[config.mk]
export PLATFORM = sky130hd
export DESIGN_NAME = eth_tx_arbiter_flat
export DESIGN_NICKNAME = d
export VERILOG_FILES = /design/src/rtl/eth_tx_arbiter_pkg.sv /design/src/rtl/eth_tx_arbiter_if.sv /design/src/rtl/eth_tx_arbiter_rr_picker.sv /design/src/rtl/eth_tx_arbiter.sv /design/src/flat_wrapper.sv
export SDC_FILE = /design/constraint.sdc
export NUM_CORES = 1
export LEC_CHECK = 0
export ABC_CLOCK_PERIOD_IN_PS = 2230
export BUFFER_PORTS_ARGS = -buffer_cell sky130_fd_sc_hd__buf_4
export CORE_MARGIN = 2
export CORE_UTILIZATION = 45
export CTS_CLUSTER_DIAMETER = 150
export DETAILED_ROUTE_END_ITERATION = 10
export PLACE_DENSITY_LB_ADDON = 0.12
export SETUP_SLACK_MARGIN = 0.4
export SYNTH_ARGS = -nofsm -noshare
export SYNTH_HDL_FRONTEND = slang
export SYNTH_SLANG_ARGS = --single-unit
[constraint.sdc]
create_clock -name clk -period 2.23 [get_ports clk]
set_clock_uncertainty 0.1 [all_clocks]
set_input_delay 0.223 -clock clk [delete_from_list [all_inputs] [get_ports clk]]
set_output_delay 0.223 -clock clk [all_outputs]
set_load 0.005 [all_outputs]
[src/rtl/eth_tx_arbiter_pkg.sv]
// Shared types and constants for the Ethernet transmit arbiter.
// States, inter-frame gap timing, and the counter sizing rule.
package eth_tx_arbiter_pkg;

  typedef enum logic [1:0] {
    ARB_IDLE  = 2'd0,
    ARB_GRANT = 2'd1,
    ARB_SEND  = 2'd2,
    ARB_IFG   = 2'd3
  } arb_states;

  localparam int ETH_IFG_BYTES      = 12;
  localparam int RMII_CLKS_PER_BYTE = 4;

  // Sized so the larger of the two limits is reachable and the counter never wraps.
  function automatic int counter_width(input int a, input int b);
    return $clog2((a > b) ? a : b) + 1;
  endfunction

endpackage

[src/rtl/eth_tx_arbiter_if.sv]
// Source-side and serializer-side signals of the TX arbiter.
// "master" is the arbiter's view; "slave" is the environment's view.
interface eth_tx_arbiter_if #(
  parameter int NUM_SRC = 4
) ();
  localparam int IDX_W = $clog2(NUM_SRC);

  logic [NUM_SRC-1:0]   src_valid;
  logic [8*NUM_SRC-1:0] src_data;
  logic [NUM_SRC-1:0]   src_last;
  logic [NUM_SRC-1:0]   src_ready;
  logic                 tx_valid;
  logic [7:0]           tx_data;
  logic                 tx_last;
  logic                 tx_ready;
  logic                 tx_abort;
  logic [IDX_W-1:0]     grant_idx;
  logic                 busy;

  modport master (
    input  src_valid, src_data, src_last, tx_ready,
    output src_ready, tx_valid, tx_data, tx_last, tx_abort, grant_idx, busy
  );

  modport slave (
    output src_valid, src_data, src_last, tx_ready,
    input  src_ready, tx_valid, tx_data, tx_last, tx_abort, grant_idx, busy
  );
endinterface

[src/rtl/eth_tx_arbiter_rr_picker.sv]
// Round-robin requester selection: first set request bit at or after ptr, wrapping.
module eth_tx_arbiter_rr_picker #(
  parameter int NUM_SRC = 4,
  parameter int IDX_W   = 2
) (
  input  logic [NUM_SRC-1:0] req,
  input  logic [IDX_W-1:0]   ptr,
  output logic [IDX_W-1:0]   grant,
  output logic               any_req
);

  // Scan from the farthest offset back to ptr so the nearest requester wins.
  always_comb begin
    logic [IDX_W:0]   sum_s;
    logic [IDX_W-1:0] idx_s;
    grant   = {IDX_W{1'b0}};
    any_req = 1'b0;
    sum_s   = {(IDX_W + 1){1'b0}};
    idx_s   = {IDX_W{1'b0}};
    for (int k = NUM_SRC - 1; k >= 0; k--) begin
      sum_s = {1'b0, ptr} + (IDX_W + 1)'(k);
      if (sum_s >= (IDX_W + 1)'(NUM_SRC)) begin
        sum_s = sum_s - (IDX_W + 1)'(NUM_SRC);
      end else begin
        sum_s = sum_s;
      end
      idx_s = sum_s[IDX_W-1:0];
      if (req[idx_s]) begin
        grant   = idx_s;
        any_req = 1'b1;
      end else begin
        any_req = any_req;
      end
    end
  end

endmodule

[src/rtl/eth_tx_arbiter.sv]
// Round-robin, frame-at-a-time arbiter for the shared RMII transmit byte path,
// with inter-frame gap enforcement and mid-frame stall abort.
module eth_tx_arbiter
  import eth_tx_arbiter_pkg::*;
#(
  parameter int NUM_SRC       = 4,
  parameter int IFG_CYCLES    = ETH_IFG_BYTES * RMII_CLKS_PER_BYTE,
  parameter int STALL_TIMEOUT = 64
) (
  input  logic             clk,
  input  logic             resetn,
  eth_tx_arbiter_if.master bus
);

  localparam int IDX_W = $clog2(NUM_SRC);
  localparam int CNT_W = counter_width(IFG_CYCLES, STALL_TIMEOUT);

  localparam logic [1:0] ST_IDLE  = ARB_IDLE;
  localparam logic [1:0] ST_GRANT = ARB_GRANT;
  localparam logic [1:0] ST_SEND  = ARB_SEND;
  localparam logic [1:0] ST_IFG   = ARB_IFG;

  localparam logic [CNT_W-1:0] IFG_LAST   = CNT_W'(IFG_CYCLES - 1);
  localparam logic [CNT_W-1:0] STALL_LAST = CNT_W'(STALL_TIMEOUT - 1);

  logic [1:0]         state_r;
  logic [IDX_W-1:0]   grant_r;
  logic [IDX_W-1:0]   ptr_r;
  logic [CNT_W-1:0]   ifg_cnt_r;
  logic [CNT_W-1:0]   stall_cnt_r;
  logic               abort_r;
  logic [IDX_W-1:0]   pick_s;
  logic [IDX_W-1:0]   ptr_next_s;
  logic               any_req_s;
  logic               sending_s;
  logic               g_valid_s;
  logic               g_last_s;
  logic [7:0]         g_data_s;
  logic               xfer_s;
  logic [NUM_SRC-1:0] ready_s;

  eth_tx_arbiter_rr_picker #(
    .NUM_SRC (NUM_SRC),
    .IDX_W   (IDX_W)
  ) u_picker (
    .req     (bus.src_valid),
    .ptr     (ptr_r),
    .grant   (pick_s),
    .any_req (any_req_s)
  );

  // Forward path from the granted source; forced quiet outside SEND.
  always_comb begin
    g_valid_s = bus.src_valid[grant_r];
    g_last_s  = bus.src_last[grant_r];
    g_data_s  = bus.src_data[{grant_r, 3'b000} +: 8];
    sending_s = (state_r == ST_SEND);
    xfer_s    = sending_s & g_valid_s & bus.tx_ready;
    ready_s   = {NUM_SRC{1'b0}};
    if (sending_s) begin
      ready_s[grant_r] = bus.tx_ready;
    end else begin
      ready_s = {NUM_SRC{1'b0}};
    end
    if (grant_r == IDX_W'(NUM_SRC - 1)) begin
      ptr_next_s = {IDX_W{1'b0}};
    end else begin
      ptr_next_s = grant_r + IDX_W'(1);
    end
  end

  assign bus.tx_valid  = sending_s & g_valid_s;
  assign bus.tx_data   = sending_s ? g_data_s : 8'h00;
  assign bus.tx_last   = sending_s & g_valid_s & g_last_s;
  assign bus.src_ready = ready_s;
  assign bus.tx_abort  = abort_r;
  assign bus.grant_idx = grant_r;
  assign bus.busy      = (state_r != ST_IDLE);

  // Arbitration FSM with gap and stall counters; tx_abort is a one-clock pulse.
  always_ff @(posedge clk or negedge resetn) begin
    if (!resetn) begin
      state_r     <= ST_IDLE;
      grant_r     <= {IDX_W{1'b0}};
      ptr_r       <= {IDX_W{1'b0}};
      ifg_cnt_r   <= {CNT_W{1'b0}};
      stall_cnt_r <= {CNT_W{1'b0}};
      abort_r     <= 1'b0;
    end else begin
      abort_r <= 1'b0;
      case (state_r)
        ST_IDLE: begin
          if (any_req_s) begin
            grant_r <= pick_s;
            state_r <= ST_GRANT;
          end else begin
            state_r <= ST_IDLE;
          end
        end
        ST_GRANT: begin
          ptr_r       <= ptr_next_s;
          stall_cnt_r <= {CNT_W{1'b0}};
          state_r     <= ST_SEND;
        end
        ST_SEND: begin
          if (xfer_s) begin
            stall_cnt_r <= {CNT_W{1'b0}};
            if (g_last_s) begin
              ifg_cnt_r <= {CNT_W{1'b0}};
              state_r   <= ST_IFG;
            end else begin
              state_r <= ST_SEND;
            end
          end else if (!g_valid_s) begin
            // Backpressure from the serializer is not a stall; only a silent source is.
            if (stall_cnt_r == STALL_LAST) begin
              abort_r     <= 1'b1;
              stall_cnt_r <= {CNT_W{1'b0}};
              ifg_cnt_r   <= {CNT_W{1'b0}};
              state_r     <= ST_IFG;
            end else begin
              stall_cnt_r <= stall_cnt_r + CNT_W'(1);
            end
          end else begin
            state_r <= ST_SEND;
          end
        end
        ST_IFG: begin
          if (ifg_cnt_r == IFG_LAST) begin
            ifg_cnt_r <= {CNT_W{1'b0}};
            state_r   <= ST_IDLE;
          end else begin
            ifg_cnt_r <= ifg_cnt_r + CNT_W'(1);
          end
        end
        default: begin
          state_r <= ST_IDLE;
        end
      endcase
    end
  end

endmodule

[src/flat_wrapper.sv]
// flat-port wrapper written by rule: the top's interface ports become plain ports
module eth_tx_arbiter_flat import eth_tx_arbiter_pkg::*;
#(
  parameter int NUM_SRC       = 4,
  parameter int IFG_CYCLES    = ETH_IFG_BYTES * RMII_CLKS_PER_BYTE,
  parameter int STALL_TIMEOUT = 64
)
  (clk, resetn, bus_src_valid, bus_src_data, bus_src_last, bus_tx_ready, bus_src_ready, bus_tx_valid, bus_tx_data, bus_tx_last, bus_tx_abort, bus_grant_idx, bus_busy);
  eth_tx_arbiter_if #(.NUM_SRC(NUM_SRC)) bus_i ();
  input  logic clk;
  input  logic resetn;
  input wire logic [$bits(bus_i.src_valid)-1:0] bus_src_valid;
  input wire logic [$bits(bus_i.src_data)-1:0] bus_src_data;
  input wire logic [$bits(bus_i.src_last)-1:0] bus_src_last;
  input wire logic [$bits(bus_i.tx_ready)-1:0] bus_tx_ready;
  output wire logic [$bits(bus_i.src_ready)-1:0] bus_src_ready;
  output wire logic [$bits(bus_i.tx_valid)-1:0] bus_tx_valid;
  output wire logic [$bits(bus_i.tx_data)-1:0] bus_tx_data;
  output wire logic [$bits(bus_i.tx_last)-1:0] bus_tx_last;
  output wire logic [$bits(bus_i.tx_abort)-1:0] bus_tx_abort;
  output wire logic [$bits(bus_i.grant_idx)-1:0] bus_grant_idx;
  output wire logic [$bits(bus_i.busy)-1:0] bus_busy;
  assign bus_i.src_valid = bus_src_valid;
  assign bus_i.src_data = bus_src_data;
  assign bus_i.src_last = bus_src_last;
  assign bus_i.tx_ready = bus_tx_ready;
  assign bus_src_ready = bus_i.src_ready;
  assign bus_tx_valid = bus_i.tx_valid;
  assign bus_tx_data = bus_i.tx_data;
  assign bus_tx_last = bus_i.tx_last;
  assign bus_tx_abort = bus_i.tx_abort;
  assign bus_grant_idx = bus_i.grant_idx;
  assign bus_busy = bus_i.busy;
  eth_tx_arbiter #(.NUM_SRC(NUM_SRC), .IFG_CYCLES(IFG_CYCLES), .STALL_TIMEOUT(STALL_TIMEOUT)) u_core (.clk(clk), .resetn(resetn), .bus(bus_i));
endmodule
==> results of run 1 <==
[kinds of logic after synthesis]
family / count (synthesis) / synth area share (%)
multiplexers: 15 / 15.2
flip-flops: 21 / 29.9
buffers and inverters: 22 / 5.20
AND/OR/NAND/NOR: 74 / 23.4
AO/OA/AOI/OAI: 48 / 19.2
adder cells (fa/ha/maj): 10 / 7.12
[power groups by stage]
stage	Combinational, mW	Sequential, mW	Clock (mW)
after detailed placement	1.67	0.712	0
after global routing	2.26	0.728	0.276
final	2.07	0.705	0.253
after floorplan	1.16	0.646	0
after global placement	1.65	0.706	0
after CTS	1.91	0.689	0.262
[synthesized netlist by cell type, types with 4 or more instances]
master    count
nor2_1        4
ha_1         10
and3_1        7
dfrtp_1      21
o21ai_0       8
nor2b_1       4
a21oi_1       9
clkbuf_1      7
mux4_2        9
inv_1        13
and2_1        8
nand2_1      14
a31oi_1       5
o211ai_1      4
nand4_1       5
nand2b_1      7
nand3_1      11
[layout make-up]
type,count,share of cell area [%]
tap,48,2.33
timing repair buffer,81,26.4
sequential,21,20.5
clock buffer,3,1.60
multi-input combinational,147,47.2
clock inverter,1,0.194
inverter,13,1.89
[metrics by stage]
| step | power [mW] | cells | util, % |
|---|---|---|---|
| 6_report | 3.02 | 314 | 69.5 |
| 5_1_grt | 3.26 | 314 | 69.5 |
| 4_1_cts | 2.86 | 312 | 67.3 |
| 3_5_place_dp | 2.38 | 296 | 62.0 |
| 3_3_place_gp | 2.36 | 296 | 62.0 |
| 2_1_floorplan | 1.81 | 190 | - |
[metal layers]
metal	vias up	wire, µm
li1	876	-
met1	881	2030
met2	55	2510
met3	6	233
met4	0	38
met5	-	0
[registers in the layout, indices dropped and copies added (netlist names)]
signal / flops
u_core.ifg_cnt_r: 7
u_core.stall_cnt_r: 7
u_core.bus.grant_idx: 2
u_core.ptr_r: 2
u_core.state_r: 2
u_core.bus.tx_abort: 1
[how the worst min path moves through the flow]
stage / startpoint / end / slack, ns
2_1_floorplan: resetn / u_core.bus.grant_idx[0] / -0.17
3_3_place_gp: resetn / u_core.ifg_cnt_r[6] / 0.03
3_5_place_dp: resetn / u_core.ifg_cnt_r[6] / 0.03
4_1_cts: bus_src_valid[1] / u_core.bus.grant_idx[0] / 0.20
5_1_grt: bus_src_valid[2] / u_core.bus.grant_idx[1] / 0.24
6_report: bus_src_valid[0] / u_core.bus.grant_idx[0] / 0.22
[tightest hold or removal path, delay by kind of cell]
kind / cells / cell delay (ns)
AND/OR/NAND/NOR: 1 / 0.06
buffers and inverters: 1 / 0.10
AO/OA/AOI/OAI: 2 / 0.15
[repair_timing]
item,CTS,global route
endpoints found under the setup margin,19,27
hold buffers,1,0
gates resized for setup,17,15
endpoints found under the hold margin,21,0
pin swaps,7,8
gates cloned,1,1
buffers inserted,10,1
==> results.json, run 1 <==
{
  "critPathTopFamily": "multiplexers",
  "synth_nets": 243,
  "grtUsageMet1_pct": 30.9,
  "clkLatencyLatePin_ns": 0.26,
  "ant_nets": 0,
  "final-setup-viol-count": 0,
  "dpl_worst_slack_ns": 0.306,
  "synthArstFlopShare_pct": 100,
  "synth_top_area_share_pct": 29.9,
  "reg2reg_slack_ns": 0.32,
  "swShare_pct": 41.1,
  "worstPathCellList": "clkbuf_16 -> mux4_2 -> and2_4 -> buf_6",
  "drt-total-wl_um": 4810,
  "globalRouteMet3Util_pct": 3.89,
  "crit_buf_inv": 2,
  "crit_start": "u_core.bus.grant_idx[0]",
  "worstReg2RegEnd": "u_core.state_r[1]",
  "io_pins": 61,
  "fill_cells": 304,
  "slew_headroom_pct": 65.4,
  "chipHeight_um": 66.5,
  "hpwl_um": 3370,
  "power_density_mw_per_mm2": 1170,
  "required_ns": 1.91,
  "final.setup.tns_ns": 0,
  "period_minus_slack_ns": 1.94,
  "yosys.area.top_type": "dfrtp_1",
  "hold-worst-slack_ns": 0.216,
  "worstReg2RegStart": "u_core.bus.grant_idx[0]",
  "wl_per_cell_um": 15.3,
  "die_w_um": 66.5,
  "crit_fanout": 6,
  "max_stage_delay_ns": 0.49,
  "ys_seq_area_share_pct": 29.9,
  "cap_violations": 0,
  "met2_usage_pct": 39.9,
  "die_area_mm2": 0.00442,
  "post_route_cells_drive_above_1_share_pct": 44.0,
  "antenna_found_initial": 0,
  "postSynthAreaPerCell_um2": 9.25,
  "min_delay_path_depth": 4,
  "synth-main-ff-cell": "dfrtp_1",
  "final_cell_area_mm2": 0.00258,
  "p_switching_mw": 1.24,
  "drt_iter0_markers": 135,
  "fmax_mhz": 516,
  "placed_cell_area_mm2": 0.00230,
  "cts_root_buffer": "clkbuf_8",
  "fin_ws_ns": 0.291,
  "cp_slowest_cell": "mux4_2",
  "cts_tree": "yes",
  "crit_type": "register to output port",
  "ff_latch_area_um2": 528,
  "intPower_mw": 1.78,
  "tightest_slew_ns": 0.513,
  "clockBufferDepth": 2,
  "cellLeakagePower_nw": 1.19,
  "ys_ff_latch": 21,
  "critPathCapture": "bus_tx_data[0]",
  "ys_top_cells_by_area": "dfrtp_1, mux4_2, ha_1, nand3_1, nand2_1",
  "yosysWarningCount": 0,
  "gr-total-overflow": 0,
  "port_buffers": 60,
  "n_antenna_cell": 0,
  "rsz0062_at_grt": "true",
  "p_comb_share_pct": 68.3,
  "drtPass1Iterations": 4,
  "yosysUniqueCellTypes": 45,
  "period_share_pct": 87.0,
  "vias": 1818,
  "grt-busiest-layer": "met2",
  "initial_utilization_pct": 47.3,
  "core-area_mm2": 0.00372,
  "viasPerCell": 5.79,
  "maxSlewViolCount": 0,
  "p_seq_share_pct": 23.3,
  "multi_input_area_mm2": 0.00122,
  "num_rows": 22,
  "critical_path_cell_count": 4,
  "postSynthCellCount": 190,
  "cts_buffers": 3,
  "path_clk_slew_ns": 0.07,
  "cts_sinks": 21,
  "place_congestion": 0.814,
  "drc": 0,
  "syn_area_mm2": 0.00176,
  "synth_edf_count": 0,
  "hold_path_class": "input pin to register",
  "htreeDepth": 1,
  "layout_commonest_cell": "buf_4",
  "reg2regPathDepth": 6,
  "finalHoldViolCount": 0,
  "grt_pass1_vias": 1721,
  "vdd_drop_max_v": 0.000802,
  "arrival_ns": 1.62,
  "status": "finished clean",
  "final_cell_mix": "buf_4, dfrtp_1, nand2_1",
  "grt_max_degree": 25,
  "track_usage_pct": 23.2,
  "area_growth_pct": 46.9,
  "end_kind": "output port",
  "fin_nets": 320,
  "grt_pass1_wl_um": 7960,
  "clockPowerShare_pct": 8.4,
  "start_kind": "register"
}
(Power assumes the default switching activity.)
==> run 2, diff against run 1 <==
--- a/config.mk
+++ b/config.mk
@@ -15,4 +15,5 @@
 export SETUP_SLACK_MARGIN = 0.4
 export SYNTH_ARGS = -nofsm -noshare
 export SYNTH_HDL_FRONTEND = slang
+export SYNTH_HIERARCHICAL = 1
 export SYNTH_SLANG_ARGS = --single-unit
==> run 2 against run 1 <==
Synthesized cell count decreased by 7.4%. Clock power about the same. Critical path depth increased by 1. Largest power group unchanged. Critical path type is now register to register. Largest cell class unchanged. Count of clock-buffer cells in the layout unchanged. Combinational power decreased by 8%. Die area decreased by 5.6%. Area after synthesis decreased by 5.9%.
==> results.json, run 2 <==
{
  "placed_cell_area_mm2": 0.00218,
  "tightest_slew_ns": 0.503,
  "cap_violations": 0,
  "dpl_worst_slack_ns": 0.205,
  "synth_top_area_share_pct": 31.8,
  "final_cell_mix": "buf_4, nand2_1, dfrtp_1",
  "final_core_util_pct": 69.2,
  "crit_type": "register to register",
  "ys_top_cells_by_area": "dfrtp_1, mux4_2, ha_1, nand2_1, o21ai_0",
  "met2_usage_pct": 40.8,
  "hold_path_class": "input pin to async pin",
  "synth-main-ff-cell": "dfrtp_1",
  "fin_ws_ns": 0.226,
  "path_clk_slew_ns": 0.08,
  "area_growth_pct": 50.9,
  "reg_top3": "u_core/ifg_cnt_r: 7 flops, u_core/stall_cnt_r: 7 flops",
  "port_buffers": 60,
  "cts_sinks": 21,
  "grt_max_degree": 22,
  "max_stage_delay_ns": 0.60,
  "wl_per_cell_um": 15.3,
  "synth_edf_count": 0,
  "hold-worst-slack_ns": 0.267,
  "end_kind": "register",
  "drc": 0,
  "crit_buf_inv": 1,
  "dp.cells": 284,
  "hpwl_um": 3450,
  "core-area_mm2": 0.00361,
  "drt_iter0_markers": 90,
  "cp_slowest_cell": "mux4_2",
  "cts_tree": "yes",
  "fin_nets": 303,
  "finalNonFillerCells": 296,
  "grt_pass1_wl_um": 7490,
  "critPathTopFamily": "multiplexers",
  "worstPathCellList": "mux4_2 -> a211o_4 -> o211ai_1 -> buf_4 -> o31ai_1",
  "cellLeakagePower_nw": 1.18,
  "layout_commonest_cell": "buf_4",
  "grt-busiest-layer": "met2",
  "cts_root_buffer": "clkbuf_8",
  "viasPerCell": 5.37,
  "final-setup-viol-count": 0,
  "status": "finished clean",
  "period_minus_slack_ns": 2.00,
  "io_pins": 61,
  "slew_headroom_pct": 66.1,
  "postSynthCellCount": 176,
  "postSynthAreaPerCell_um2": 9.39,
  "clockBufferDepth": 2,
  "fill_cells": 279,
  "vias": 1590,
  "required_ns": 2.27,
  "power_density_mw_per_mm2": 1110,
  "die_w_um": 64.6,
  "clkLatencyLatePin_ns": 0.27,
  "arrival_ns": 2.04,
  "syn_area_mm2": 0.00165,
  "globalRouteMet3Util_pct": 3.65,
  "final.setup.tns_ns": 0,
  "gr-total-overflow": 0,
  "synth_nets": 230,
  "grt_pass1_vias": 1558,
  "synthArstFlopShare_pct": 100,
  "yosysWarningCount": 6,
  "htreeDepth": 1,
  "cts_buffers": 3,
  "ys_ff_latch": 21,
  "start_kind": "register",
  "vdd_drop_max_v": 0.000813,
  "num_rows": 22,
  "yosys.cell_count.top_type": "nand2_1",
  "chipHeight_um": 64.6,
  "post_route_cells_drive_above_1_share_pct": 47.6,
  "antenna_found_initial": 0,
  "place_congestion": 0.835,
  "synth_commonest_cells": "nand2_1, dfrtp_1, o21ai_0, nor2_1",
  "die_area_mm2": 0.00417,
  "drt-total-wl_um": 4520,
  "initial_utilization_pct": 45.8,
  "drtPass1Iterations": 4,
  "rsz0062_at_grt": "true",
  "track_usage_pct": 22.6,
  "maxSlewViolCount": 0,
  "yosys.area.top_type": "dfrtp_1",
  "fmax_mhz": 499,
  "period_share_pct": 89.9,
  "final_cell_area_mm2": 0.00249,
  "yosysUniqueCellTypes": 38,
  "finalHoldViolCount": 0,
  "power_mw": 2.76,
  "ant_nets": 0,
  "n_antenna_cell": 0,
  "ys_seq_area_share_pct": 31.8,
  "grtUsageMet1_pct": 29.3,
  "crit_fanout": 7
}
## run 2: final timing paths
path	depth (start not counted)	from	to	slack, ns
worst max-delay path	5	u_core/bus.grant_idx[0]	u_core/ifg_cnt_r[0]	0.23
worst min-delay path	2	resetn	u_core/bus.tx_abort	0.27
worst max register to register	5	u_core/bus.grant_idx[0]	u_core/ifg_cnt_r[0]	0.23
worst min register to register	1	u_core/stall_cnt_r[6]	u_core/stall_cnt_r[6]	0.38
max in group asynchronous	2	resetn	u_core/bus.grant_idx[1]	1.52
min in group clk	4	bus_src_valid[2]	u_core/bus.grant_idx[1]	0.28
## run 2: power breakdown
part / switching, mW / internal [mW]
logic: 0.872 / 1.03
clock network: 0.130 / 0.125
registers: 0.120 / 0.483
total: 1.12 / 1.64
## run 2: worst register-to-register path: stages (launching register included)
cell and delay (ns):
dfrtp_1 0.39, mux4_2 0.60, a211o_4 0.34, o211ai_1 0.16
buf_4 0.21, o31ai_1 0.08
## run 2: kinds of logic (layout without fill, tap and decap cells)
logic type / after synthesis / count (layout) / share of synthesized area [%]
muxes: 17 / 17 / 17.6
AOI/OAI and AO/OA: 37 / 37 / 15.6
DFF: 21 / 21 / 31.8
adders and majority gates: 11 / 11 / 8.33
buffers and inverters: 17 / 89 / 4.39
and+or+nand+nor: 73 / 73 / 22.3
## run 2: timing repair
action,CTS,global route
endpoints found under the hold margin,21,0
pin swaps,11,6
resized for setup,24,33
hold buffers,1,0
setup buffers,5,2
setup endpoints to repair,28,29
## run 2: layer usage
metal  wire length, µm  share of wire (%)
met5                 0                  0
met4                32               0.71
met3               234                5.2
met2              2430                 54
met1              1820                 40
## run 2: final cells by class
cell class / instances / area (µm²) / share of cell area (%)
clock inverter: 1 / 5.00 / 0.201
inverter: 11 / 48.8 / 1.96
clock buffer: 3 / 41.3 / 1.65
multi-input combinational: 138 / 1170 / 46.8
timing repair buffer: 74 / 646 / 25.9
sequential: 21 / 527 / 21.1
tap: 48 / 60.1 / 2.41
==> run 3, diff against run 2 <==
--- a/config.mk
+++ b/config.mk
@@ -7,9 +7,9 @@
 export LEC_CHECK = 0
 export ABC_CLOCK_PERIOD_IN_PS = 2230
 export BUFFER_PORTS_ARGS = -buffer_cell sky130_fd_sc_hd__buf_4
-export CORE_MARGIN = 2
-export CORE_UTILIZATION = 45
-export CTS_CLUSTER_DIAMETER = 150
+export CELL_PAD_IN_SITES_DETAIL_PLACEMENT = 0
+export CELL_PAD_IN_SITES_GLOBAL_PLACEMENT = 2
+export CORE_UTILIZATION = 26
 export DETAILED_ROUTE_END_ITERATION = 10
 export PLACE_DENSITY_LB_ADDON = 0.12
 export SETUP_SLACK_MARGIN = 0.4
==> run 3 against run 2 <==
Count of clock-buffer cells in the layout increased by 1. Fmax is 1.1% lower. First-iteration DRC count down 50%. Sequential cell count stayed put. Critical path depth did not move. Non-clock buffer count rose by 10. Worst setup slack lost 0.023 ns. Largest cell class unchanged.
==> results.json, run 3 (synthesis results as in run 2) <==
{
  "status": "finished clean",
  "final.setup.tns_ns": 0,
  "clockBufferDepth": 2,
  "hpwl_um": 3650,
  "required_ns": 2.26,
  "viasPerCell": 4.71,
  "power_density_mw_per_mm2": 1130,
  "drt-total-wl_um": 4940,
  "track_usage_pct": 15.8,
  "end_kind": "register",
  "drt_iter0_markers": 45,
  "drtPass1Iterations": 4,
  "finalHoldViolCount": 0,
  "cts_buffers": 3,
  "chipHeight_um": 81.7,
  "place_congestion": 0.716,
  "area_growth_pct": 61.5,
  "final-setup-viol-count": 0,
  "slew_headroom_pct": 54.0,
  "reg_top3": "u_core/ifg_cnt_r: 7 flops, u_core/stall_cnt_r: 7 flops",
  "gr-total-overflow": 0,
  "placed_cell_area_mm2": 0.00222,
  "maxSlewViolCount": 0,
  "die_area_mm2": 0.00668,
  "vias": 1570,
  "path_clk_slew_ns": 0.08,
  "vdd_drop_max_v": 0.000659,
  "core-area_mm2": 0.00603,
  "wl_per_cell_um": 14.8,
  "start_kind": "register",
  "cts_sinks": 21,
  "crit_fanout": 6,
  "drc": 0,
  "grt_pass1_vias": 1551,
  "layout_commonest_cell": "buf_4",
  "cts_tree": "yes",
  "rsz0062_at_grt": "true",
  "grt_max_degree": 22,
  "cellLeakagePower_nw": 1.24,
  "fin_nets": 313,
  "cts_root_buffer": "clkbuf_8",
  "period_minus_slack_ns": 2.03,
  "grt_pass1_wl_um": 7910,
  "crit_type": "register to register",
  "port_buffers": 60,
  "io_pins": 61,
  "num_rows": 28,
  "final_cell_mix": "buf_4, nand2_1, dfrtp_1",
  "arrival_ns": 2.05,
  "initial_utilization_pct": 27.4,
  "die_w_um": 81.7,
  "n_antenna_cell": 0,
  "cap_violations": 0,
  "post_route_cells_drive_above_1_share_pct": 51.6,
  "tightest_slew_ns": 0.684,
  "period_share_pct": 90.9,
  "final_cell_area_mm2": 0.00267,
  "htreeDepth": 1,
  "clkLatencyLatePin_ns": 0.26,
  "ant_nets": 0,
  "fmax_mhz": 493,
  "final_core_util_pct": 44.3,
  "antenna_found_initial": 0,
  "hold_path_class": "input pin to register"
}
==> run 3: cell count changes in the layout (fill, tap and decap cells not counted), sizes merged <==
cell / delta
clkinv: -1
buf: +10
clkbuf: +1
==> run 3: final cells by class <==
type / instances / area, µm²
well taps: 75 / 93.8
inverters: 11 / 48.8
fillers: 612 / 3360
multi-input cells: 138 / 1230
flip-flops and latches: 21 / 527
repair buffers: 84 / 721
clock buffers: 4 / 45.0
==> run 3: repair_timing <==
item | 4_1_cts | 5_1_grt
endpoints found under the setup margin | 28 | 30
hold buffers | 1 | 0
gates resized for setup | 51 | 24
endpoints found under the hold margin | 21 | 0
buffers inserted | 12 | 4
pin swaps | 22 | 10
cloned | 0 | 0
==> run 3: worst paths after layout <==
| kind | start | endpoint | slack [ns] | cells after the start |
|---|---|---|---|---|
| min in group asynchronous | resetn | u_core/bus.grant_idx[0] | 0.29 | 2 |
| min reg2reg | u_core/stall_cnt_r[6] | u_core/stall_cnt_r[6] | 0.39 | 1 |
| max | u_core/bus.grant_idx[0] | u_core/ifg_cnt_r[0] | 0.20 | 5 |
| max reg2reg | u_core/bus.grant_idx[0] | u_core/ifg_cnt_r[0] | 0.20 | 5 |
| min | bus_src_valid[2] | u_core/bus.grant_idx[1] | 0.28 | 4 |
| max in group asynchronous | resetn | u_core/bus.grant_idx[1] | 1.49 | 2 |
==> run 3: metrics by stage <==
step                hold slack (ns)  total power, mW  cells  worst slack (ns)
finish                        0.279             3.02    333             0.203
global placement             0.0332             2.11    312             0.202
global route                  0.314             3.28    333             0.106
detailed placement           0.0359             2.10    312             0.115
floorplan                    -0.173             1.59    176             0.224
CTS                           0.279             2.83    329             0.186
==> run 3: per-layer routing <==
layer / vias up / global-route usage (%) / part of all wire (%)
met1: 752 / 20.0 / 45
met2: 12 / 27.9 / 53
li1: 802 / - / -
met5: - / 0 / 0
met3: 4 / 2.67 / 1.7
met4: 0 / 3.33 / 1.0
==> run 3: power breakdown <==
| part | switching (mW) | leakage [nW] | internal (mW) |
|---|---|---|---|
| logic | 0.966 | 0.936 | 1.20 |
| registers | 0.118 | 0.278 | 0.483 |
| clock network | 0.125 | 0.0228 | 0.127 |
==> run 3: worst max-delay path, stage by stage, from the launching register on <==
cell and delay [ns]:
dfrtp_1 0.38, mux4_2 0.63, a211o_4 0.34, o211ai_1 0.18, buf_4 0.20, o31ai_2 0.06
